$ cat config.mk
export PLATFORM = sky130hd
export DESIGN_NAME = ahb_slave_if_flat
export DESIGN_NICKNAME = d
export VERILOG_FILES = /design/src/rtl/ahb_slave_if_if.sv /design/src/rtl/ahb_slave_if.sv /design/src/flat_wrapper.sv
export SDC_FILE = /design/constraint.sdc
export NUM_CORES = 1
export LEC_CHECK = 0
export ABC_AREA = 1
export CORE_ASPECT_RATIO = 2
export CORE_MARGIN = 3
export CORE_UTILIZATION = 29
export CTS_BUF_LIST = sky130_fd_sc_hd__clkbuf_2
export CTS_CLUSTER_DIAMETER = 50
export DETAILED_ROUTE_END_ITERATION = 6
export DONT_BUFFER_PORTS = 1
export GPL_ROUTABILITY_DRIVEN = 0
export GPL_TIMING_DRIVEN = 0
export PLACE_DENSITY = 0.54
export SLEW_MARGIN = 20
export SYNTH_ARGS = -nofsm -noshare
export SYNTH_HDL_FRONTEND = slang
export SYNTH_SLANG_ARGS = --single-unit
$ cat constraint.sdc
create_clock -name hclk -period 3.4 [get_ports hclk]
set_clock_uncertainty 0.1 [all_clocks]
set_input_delay 0.51 -clock hclk [delete_from_list [all_inputs] [get_ports hclk]]
set_output_delay 0.51 -clock hclk [all_outputs]
set_load 0.02 [all_outputs]
$ cat src/rtl/ahb_slave_if_if.sv
//------------------------------------------------------------------------------
// Module      : ahb_slave_if_if
// Description : AHB-Lite slave bus plus APB-side request/response handshake
//               bundle for the AHB-APB bridge front end.
// Revision    : 1.0 - initial release
//------------------------------------------------------------------------------
`default_nettype none

interface ahb_slave_if_if #(
   parameter int NUM_SLV = 3
) ();
   // AHB-Lite address/data phase
   logic               hwrite;
   logic               hready_in;
   logic [1:0]         htrans;
   logic [2:0]         hsize;
   logic [31:0]        haddr;
   logic [31:0]        hwdata;
   logic               hreadyout;
   logic               hresp;
   logic [31:0]        hrdata;
   // APB-side request
   logic               req_valid;
   logic               req_ready;
   logic               req_write;
   logic [31:0]        req_addr;
   logic [31:0]        req_wdata;
   logic [3:0]         req_strb;
   logic [NUM_SLV-1:0] req_sel;
   // APB-side response
   logic               rsp_valid;
   logic [31:0]        rsp_rdata;

   // AHB master / APB responder side (drives the bridge)
   modport master (
      output hwrite, hready_in, htrans, hsize, haddr, hwdata,
      output req_ready, rsp_valid, rsp_rdata,
      input  hreadyout, hresp, hrdata,
      input  req_valid, req_write, req_addr, req_wdata, req_strb, req_sel
   );

   // Bridge front end
   modport slave (
      input  hwrite, hready_in, htrans, hsize, haddr, hwdata,
      input  req_ready, rsp_valid, rsp_rdata,
      output hreadyout, hresp, hrdata,
      output req_valid, req_write, req_addr, req_wdata, req_strb, req_sel
   );
endinterface

`default_nettype wire

$ cat src/rtl/ahb_slave_if.sv
//------------------------------------------------------------------------------
// Module      : ahb_slave_if
// Description : AHB-Lite slave front end of the AHB-APB bridge. Decodes the
//               address phase, issues one request to the APB side and stalls
//               the bus until the response returns; illegal transfers get a
//               two-cycle ERROR response and no request.
// Revision    : 1.0 - initial release
//------------------------------------------------------------------------------
`default_nettype none

module ahb_slave_if #(
   parameter int          NUM_SLV   = 3,
   parameter logic [31:0] BASE_ADDR = 32'h8000_0000,
   parameter logic [31:0] SLV_SPAN  = 32'h0400_0000
) (
   input  logic          hclk,
   input  logic          hreset,
   ahb_slave_if_if.slave bus
);

   typedef enum logic [2:0] {
      S_IDLE = 3'd0,
      S_DATA = 3'd1,
      S_REQ  = 3'd2,
      S_WAIT = 3'd3,
      S_DONE = 3'd4,
      S_ERR1 = 3'd5,
      S_ERR2 = 3'd6
   } state_t;

   state_t             state;
   logic [NUM_SLV-1:0] dec_sel;
   logic               in_map;
   logic               aligned;
   logic               legal;
   logic [3:0]         dec_strb;
   logic               accept;

   // Half-open region compare per peripheral; 33-bit math keeps the top
   // region's upper bound from wrapping.
   for (genvar k = 0; k < NUM_SLV; k++) begin : g_region
      localparam logic [32:0] LO = {1'b0, BASE_ADDR} + 33'(k) * {1'b0, SLV_SPAN};
      localparam logic [32:0] HI = LO + {1'b0, SLV_SPAN};
      assign dec_sel[k] = ({1'b0, bus.haddr} >= LO) && ({1'b0, bus.haddr} < HI);
   end

   assign in_map = |dec_sel;
   assign legal  = in_map && aligned;
   // hreadyout is only high in IDLE/DONE/ERR2, so it doubles as the state gate
   assign accept = bus.hreadyout && bus.hready_in && (bus.htrans >= 2'd2);

   // Size legality, alignment and byte-lane decode of the address phase
   always_comb begin
      aligned  = 1'b0;
      dec_strb = 4'b1111;
      case (bus.hsize)
         3'd0: begin
            aligned  = 1'b1;
            dec_strb = 4'b0001 << bus.haddr[1:0];
         end
         3'd1: begin
            aligned  = ~bus.haddr[0];
            dec_strb = 4'b0011 << {bus.haddr[1], 1'b0};
         end
         3'd2: begin
            aligned  = (bus.haddr[1:0] == 2'b00);
            dec_strb = 4'b1111;
         end
         default: begin
            aligned  = 1'b0;
            dec_strb = 4'b1111;
         end
      endcase
   end

   // Transfer FSM with registered bus and request outputs
   always_ff @(posedge hclk or posedge hreset) begin
      if (hreset) begin
         state         <= S_IDLE;
         bus.hreadyout <= 1'b1;
         bus.hresp     <= 1'b0;
         bus.hrdata    <= '0;
         bus.req_valid <= 1'b0;
         bus.req_write <= 1'b0;
         bus.req_addr  <= '0;
         bus.req_wdata <= '0;
         bus.req_strb  <= '0;
         bus.req_sel   <= '0;
      end else begin
         case (state)
            // IDLE, DONE and ERR2 all accept a new address phase; a transfer
            // taken here goes straight to DATA with no extra bubble.
            S_IDLE, S_DONE, S_ERR2: begin
               if (accept) begin
                  bus.req_write <= bus.hwrite;
                  bus.req_addr  <= bus.haddr;
                  bus.req_sel   <= dec_sel;
                  bus.req_strb  <= dec_strb;
                  bus.hreadyout <= 1'b0;
                  if (legal) begin
                     state     <= S_DATA;
                     bus.hresp <= 1'b0;
                  end else begin
                     state     <= S_ERR1;
                     bus.hresp <= 1'b1;
                  end
               end else begin
                  state         <= S_IDLE;
                  bus.hreadyout <= 1'b1;
                  bus.hresp     <= 1'b0;
               end
            end
            S_DATA: begin
               if (bus.req_write) begin
                  bus.req_wdata <= bus.hwdata;
               end
               bus.req_valid <= 1'b1;
               state         <= S_REQ;
            end
            S_REQ: begin
               if (bus.req_ready) begin
                  bus.req_valid <= 1'b0;
                  state         <= S_WAIT;
               end
            end
            S_WAIT: begin
               if (bus.rsp_valid) begin
                  if (!bus.req_write) begin
                     bus.hrdata <= bus.rsp_rdata;
                  end
                  bus.hreadyout <= 1'b1;
                  state         <= S_DONE;
               end
            end
            S_ERR1: begin
               bus.hreadyout <= 1'b1;
               bus.hresp     <= 1'b1;
               state         <= S_ERR2;
            end
            default: begin
               state         <= S_IDLE;
               bus.hreadyout <= 1'b1;
               bus.hresp     <= 1'b0;
               bus.req_valid <= 1'b0;
            end
         endcase
      end
   end

endmodule

`default_nettype wire

$ cat src/flat_wrapper.sv
// flat-port wrapper written by rule: the top's interface ports become plain ports
module ahb_slave_if_flat 
#(
   parameter int          NUM_SLV   = 3,
   parameter logic [31:0] BASE_ADDR = 32'h8000_0000,
   parameter logic [31:0] SLV_SPAN  = 32'h0400_0000
)
  (hclk, hreset, bus_hwrite, bus_hready_in, bus_htrans, bus_hsize, bus_haddr, bus_hwdata, bus_req_ready, bus_rsp_valid, bus_rsp_rdata, bus_hreadyout, bus_hresp, bus_hrdata, bus_req_valid, bus_req_write, bus_req_addr, bus_req_wdata, bus_req_strb, bus_req_sel);
  ahb_slave_if_if #(.NUM_SLV(NUM_SLV)) bus_i ();
  input  logic hclk;
  input  logic hreset;
  input wire logic [$bits(bus_i.hwrite)-1:0] bus_hwrite;
  input wire logic [$bits(bus_i.hready_in)-1:0] bus_hready_in;
  input wire logic [$bits(bus_i.htrans)-1:0] bus_htrans;
  input wire logic [$bits(bus_i.hsize)-1:0] bus_hsize;
  input wire logic [$bits(bus_i.haddr)-1:0] bus_haddr;
  input wire logic [$bits(bus_i.hwdata)-1:0] bus_hwdata;
  input wire logic [$bits(bus_i.req_ready)-1:0] bus_req_ready;
  input wire logic [$bits(bus_i.rsp_valid)-1:0] bus_rsp_valid;
  input wire logic [$bits(bus_i.rsp_rdata)-1:0] bus_rsp_rdata;
  output wire logic [$bits(bus_i.hreadyout)-1:0] bus_hreadyout;
  output wire logic [$bits(bus_i.hresp)-1:0] bus_hresp;
  output wire logic [$bits(bus_i.hrdata)-1:0] bus_hrdata;
  output wire logic [$bits(bus_i.req_valid)-1:0] bus_req_valid;
  output wire logic [$bits(bus_i.req_write)-1:0] bus_req_write;
  output wire logic [$bits(bus_i.req_addr)-1:0] bus_req_addr;
  output wire logic [$bits(bus_i.req_wdata)-1:0] bus_req_wdata;
  output wire logic [$bits(bus_i.req_strb)-1:0] bus_req_strb;
  output wire logic [$bits(bus_i.req_sel)-1:0] bus_req_sel;
  assign bus_i.hwrite = bus_hwrite;
  assign bus_i.hready_in = bus_hready_in;
  assign bus_i.htrans = bus_htrans;
  assign bus_i.hsize = bus_hsize;
  assign bus_i.haddr = bus_haddr;
  assign bus_i.hwdata = bus_hwdata;
  assign bus_i.req_ready = bus_req_ready;
  assign bus_i.rsp_valid = bus_rsp_valid;
  assign bus_i.rsp_rdata = bus_rsp_rdata;
  assign bus_hreadyout = bus_i.hreadyout;
  assign bus_hresp = bus_i.hresp;
  assign bus_hrdata = bus_i.hrdata;
  assign bus_req_valid = bus_i.req_valid;
  assign bus_req_write = bus_i.req_write;
  assign bus_req_addr = bus_i.req_addr;
  assign bus_req_wdata = bus_i.req_wdata;
  assign bus_req_strb = bus_i.req_strb;
  assign bus_req_sel = bus_i.req_sel;
  ahb_slave_if #(.NUM_SLV(NUM_SLV), .BASE_ADDR(BASE_ADDR), .SLV_SPAN(SLV_SPAN)) u_core (.hclk(hclk), .hreset(hreset), .bus(bus_i));
endmodule
==> results.md, run 1 <==
- F_max: 0.467 GHz
- Largest family of logic cells by synthesized area: simple AND/OR/NAND/NOR gates
- Vias in the first global route: 3,676
- Crit. End Element: flop
- # H-tree levels: 3
- Clk_lat worst skew: 550 ps
- CTS Buf Count: 9
- Worst-path clk slew: 300 ps
- Post-DP HPWL: 9060 um
- Final setup TNS: 0 ps
- Root Driver: clkbuf_2
- Worst Path Max Fanout: 10
- WS Path Type: flop to flop
- Synth area leader: dfrtp_1
- Async S/R FF share, synth: 1.00
- Synth Area in Compound Gates: 0.0227
- CTS tree: done
- Nets: 659
- Initial core utilization: 0.300
- Area Growth Syn to Fin: 31.4%
- Post-Synth Adder-Cell Area: 0
- DIE AREA: 0.0172 mm2
- Core area: 0.0151 mm2
- Simple logic cell fraction of the synthesized area: 0.219
- I/O pin count: 214
- Die Y: 182 um
- Worst min path class: input port to flop
- Via density: 4.55
- Final Max Tran Viols: 0
- DR vias: 3,428
- Synth cell types: 21
- CP required: 3800 ps
- Final period util: 0.630
- Post-Synthesis Cells: 437
- Mux contribution to synthesized area: 0.105
- Avg Inst Size Synth: 10.3 um2
- Post-Route Utilization: 0.394
- RSZ-0062 raised after global routing: no
- Largest net degree at the start of global routing: 35
- Final setup violation count: 0
- Crit path DAT: 2540 ps
- Pre-antenna DRT Iters: 4
- Net Count, Synth: 544
- Worst slew pin tran: 568 ps
- Top_reg_cell synth: dfrtp_1
- Share of layout cells above drive strength 1: 0.142
- Tmin final: 2140 ps
- Clk sinks: 110
- Slew HR: 0.621
- Die W: 94.2 um
- Post-synth top cells: 180 x nand2_1, 109 x dfrtp_1, 39 x nand3_1
- Worst setup SP type: flop
- Post-synthesis sequential area ratio: 0.610
- Avg WL per Cell: 16.6 um
- Setup bufs post-CTS: 0
- DRT iter0 DRCs: 83
- GRT overflow: 0
- Overall Global Routing Usage: 0.146
- Max clock buf depth: 2
- Max-cap viol count: 0
- Status: finished, final reports clean
- EDFF count, synth: 0
- Post-synthesis register bit count: 110
- Row count: 63
- YS warnings: 0
- P_leak: 2.97 nW
- First-pass GRT wire length: 19,600 um
- Largest cells by area after synthesis: dfrtp_1 60%, nand2_1 15%, mux2_4 10%, nand3_1 4.3%, buf_6 1.7%
- Pwr dens: 832 mW/mm2
- Synth top area share: 0.604
- Final Routed Wirelength: 12,500 um
- Post-Synth XOR/XNOR Area: 0
- Antenna violations before repair: 1
- Final hold vios: 0
- Post-Synthesis Cell Area: 0.00451 mm2
- Drc violations: 0
- Final ANT Viol Nets: 0
- Most frequent cell after synthesis: nand2_1
- Maximum vdd drop: 355 uV
- # port buffers: 0
==> worst paths after layout <==
kind / start / end / slack, ps / depth (start not counted)
setup / recovery: u_core.bus.hreadyout / u_core.bus.req_sel[1] / 1260 / 7
hold / removal: bus_req_ready / u_core.state[2] / 100 / 2
setup reg to reg: u_core.bus.hreadyout / u_core.bus.req_sel[1] / 1260 / 7
hold reg to reg: u_core.bus.hreadyout / u_core.bus.hreadyout / 500 / 2
max in group asynchronous: hreset / u_core.bus.req_wdata[25] / 2160 / 4
min in group asynchronous: hreset / u_core.bus.req_addr[18] / 240 / 2
==> worst max-delay path: stages (launching register included) <==
cell           delay, ps
dfstp_2              680
nand3_1              150
nor2_4               150
inv_2                 90
buf_2                200
nand2_1               90
o31ai_2               60
dlygate4sd3_1        560
==> layout by cell type, fill, tap and decap left out, drive strengths merged <==
cell,count
buf,20
nor2,16
diode,1
nand3,39
inv,15
dfstp,1
nand4,2
mux2,32
o21ai,12
a21oi,6
clkbuf,14
nand2,183
dlygate4sd3,101
clkinv,4
nand3b,1
dfrtp,109
o31ai,1
clkinvlp,1
==> logic make-up after synthesis <==
kind of cell	Yosys count
multiplexers	32
flip-flops	110
AND/OR/NAND/NOR	241
buffers and inverters	35
AO/OA/AOI/OAI	19
==> metrics by stage <==
stage          power, mW  instance area [um2]  setup WS (ps)  hold slack [ps]  instances
6_report            4.94                 5930           1260              103        753
5_1_grt             5.28                 5930           1150             44.2        753
4_1_cts             5.02                 5930           1230             5.45        752
3_5_place_dp        4.35                 4820           1430              305        635
3_3_place_gp        4.28                 4760            886              465        632
2_1_floorplan       3.93                 4520           1460              435        437
==> final cells by class <==
| cell class | count | area, um2 |
|---|---|---|
| fillers | 1443 | 9130 |
| multi-input cells | 292 | 1560 |
| diodes | 1 | 2.50 |
| well taps | 195 | 244 |
| repair buffers | 104 | 1070 |
| flip-flops and latches | 110 | 2750 |
| inverters | 14 | 56.3 |
| clock buffers | 10 | 50.0 |
| plain buffers | 21 | 144 |
| clock inverters | 6 | 46.3 |
==> sequential cells by signal, indices dropped and copies added, names as in the netlist <==
name / flops
u_core.state: 3
u_core.bus.hresp: 1
u_core.bus.req_sel: 3
u_core.bus.req_write: 1
u_core.bus.req_strb: 4
u_core.bus.req_valid: 1
u_core.bus.hreadyout: 1
u_core.bus.req_wdata: 32
u_core.bus.hrdata: 32
u_core.bus.req_addr: 32
==> per-layer routing <==
metal | vias up | track usage | part of all wire
met4 | 0 | 0.0509 | 0.023
li1 | 1619 | - | -
met2 | 145 | 0.268 | 0.54
met1 | 1648 | 0.152 | 0.36
met3 | 16 | 0.0462 | 0.077
met5 | - | 0 | 0
==> power breakdown <==
group | switching, mW | internal (mW)
Combinational | 0.634 | 0.610
Sequential | 1.24 | 1.90
Clock | 0.443 | 0.108
Total | 2.31 | 2.62
==> repair_timing <==
action | 4_1_cts | 5_1_grt
hold endpoints to repair | 181 | 0
gates resized for setup | 0 | 0
hold buffers | 101 | 0
endpoints found under the setup margin | 0 | 0
(Power assumes the default switching activity.)
==> run 2, diff against run 1 <==
Settings changed: PLACE_DENSITY 0.54 to 0.53.
Clock period 3.4 ns to 2 ns, I/O delays scaled along.
==> results.md, run 2 (same netlist as run 1, synthesis figures left out) <==
- Share of layout cells above drive strength 1: 0.144 (+0.00179)
- # port buffers: 0 (unchanged)
- Slew HR: 0.678 (+0.0565)
- Worst Setup EP: u_core.bus.req_addr[27]
- Clk sinks: 110 (unchanged)
- # H-tree levels: 3 (unchanged)
- Largest net degree at the start of global routing: 36 (+2.9%)
- Area after DPL: 0.00482 mm2 (unchanged)
- Initial core utilization: 0.300 (unchanged)
- Core area: 0.0151 mm2 (unchanged)
- Area Growth Syn to Fin: 34.2%
- Worst r2r src: u_core.bus.hreadyout
- Crit path DAT: 2340 ps (-200 ps)
- Worst min path class: input port to async pin
- Final ANT Viol Nets: 0 (unchanged)
- Final Power: 8.73 mW (+77%)
- I/O pin count: 214 (unchanged)
- Root Driver: clkbuf_2
- Finished Cell Area: 0.00606 mm2 (+2.1%)
- Drc violations: 0 (unchanged)
- P_leak: 3.02 nW (+1.6%)
- First-pass GRT wire length: 19,700 um (+0.84%)
- GRT overflow: 0 (unchanged)
- Vias in the first global route: 3,693 (+0.46%)
- Post-DP HPWL: 8870 um (-2.1%)
- Antenna violations before repair: 1 (unchanged)
- Worst-path clk slew: 320 ps (+20 ps)
- DIE AREA: 0.0172 mm2 (unchanged)
- CTS tree: done
- Final Max Tran Viols: 0 (unchanged)
- Worst slew pin tran: 482 ps (-86.4 ps)
- Via density: 4.60 (+1.1%)
- Die W: 94.2 um (unchanged)
- Overall Global Routing Usage: 0.149 (+0.00302)
- Max-cap viol count: 0 (unchanged)
- Final period util: 0.932 (+0.302)
- Worst Path Max Fanout: 9 (-1)
- Pre-antenna DRT Iters: 4 (unchanged)
- Final Routed Wirelength: 12,600 um (+1.1%)
- FF-to-FF path depth: 6 (-1)
- Crit. Startpoint: u_core.bus.hreadyout
- Largest registers: u_core.bus.hrdata: 32 flops, u_core.bus.req_addr: 32 flops, u_core.bus.req_wdata: 32 flops
- Tmin final: 1860 ps (-278 ps)
- Most frequent cells in the layout: 180 x nand2_1, 109 x dfrtp_1, 108 x dlygate4sd3_1
- WS Path Type: flop to flop
- DR vias: 3,499 (+2.1%)
- Worst setup SP type: flop
- Fillcell total: 1,436 (-0.49%)
- Status: finished, final reports clean
- RSZ-0062 raised after global routing: no
- Avg WL per Cell: 16.6 um (+0.21%)
- Max clock buf depth: 2 (unchanged)
- CTS Buf Count: 9 (unchanged)
- Crit. End Element: flop
- Final hold vios: 0 (unchanged)
- Clk_lat worst skew: 630 ps (+80 ps)
- Maximum vdd drop: 640 uV (+80%)
- Hold Slack: 128 ps (+24.9 ps)
- Nets: 666 (+1.1%)
- DRT iter0 DRCs: 181 (+120%)
- Pwr dens: 1440 mW/mm2 (+73%)
- Commonest non-fill, non-tap cell in the layout: nand2_1
- Die Y: 182 um (unchanged)
- CP required: 2470 ps (-1330 ps)
- F_max: 0.537 GHz (+15%)
- Row count: 63 (unchanged)
- Critical register-to-register path endpoint: u_core.bus.req_addr[27]
- Final setup violation count: 0 (unchanged)
- R2r setup slk: 140 ps (-1120 ps)
run 2: where the power goes:
part | total, mW | internal, mW | switching [mW]
registers | 5.35 | 3.24 | 2.12
logic | 2.15 | 1.06 | 1.09
clock network | 1.23 | 0.433 | 0.797
total | 8.73 | 4.73 | 4.00
run 2: worst min-delay path by stage:
stage	start	slack (ps)	cells past startpoint	to
final	hreset	130	3	u_core.state[0]
after global routing	hreset	50	3	u_core.state[2]
after CTS	hreset	40	3	u_core.state[0]
after detailed placement	hreset	70	1	u_core.bus.req_addr[2]
after global placement	bus_haddr[27]	290	1	u_core.bus.req_sel[1]
after floorplan	bus_haddr[27]	290	1	u_core.bus.req_sel[1]
run 2: area by class of cell:
| type | instances | area, um2 | area share |
|---|---|---|---|
| flip-flops and latches | 110 | 2750 | 0.455 |
| multi-input cells | 292 | 1560 | 0.258 |
| inverters | 14 | 56.3 | 0.00930 |
| clock inverters | 7 | 105 | 0.0174 |
| clock buffers | 9 | 45.0 | 0.00744 |
| well taps | 195 | 244 | 0.0403 |
| repair buffers | 111 | 1140 | 0.188 |
| diodes | 1 | 2.50 | 0.000413 |
| plain buffers | 21 | 145 | 0.0240 |
run 2: critical path, stage by stage, from the launching register on:
cell and delay [ps]:
dfstp_2 680, nand3_1 150, nor2_4 150, inv_2 90, nand2_1 60, dlygate4sd3_1 540
o21ai_1 60
run 2: per-stage QoR:
step,instances,worst slack (ps),utilization,TNS [ps]
floorplan,437,271,-,0
global placement,632,-282,0.316,-29960
detailed placement,635,44.8,0.320,0
CTS,759,5.44,0.402,0
global route,760,25.3,0.402,0
finish,760,137,0.402,0
run 2: metal layers:
metal	track usage	wire length, um	share of wire
met2	0.274	6850	0.54
met1	0.152	4560	0.36
met4	0.0677	335	0.027
met5	0	0	0
met3	0.0388	864	0.068
run 2: what timing repair did:
action                                 4_1_cts  5_1_grt
setup buffers                                0        0
hold buffers                               108        0
setup endpoints to repair                    0       24
endpoints found under the hold margin      220        0
resized for setup                            0        2
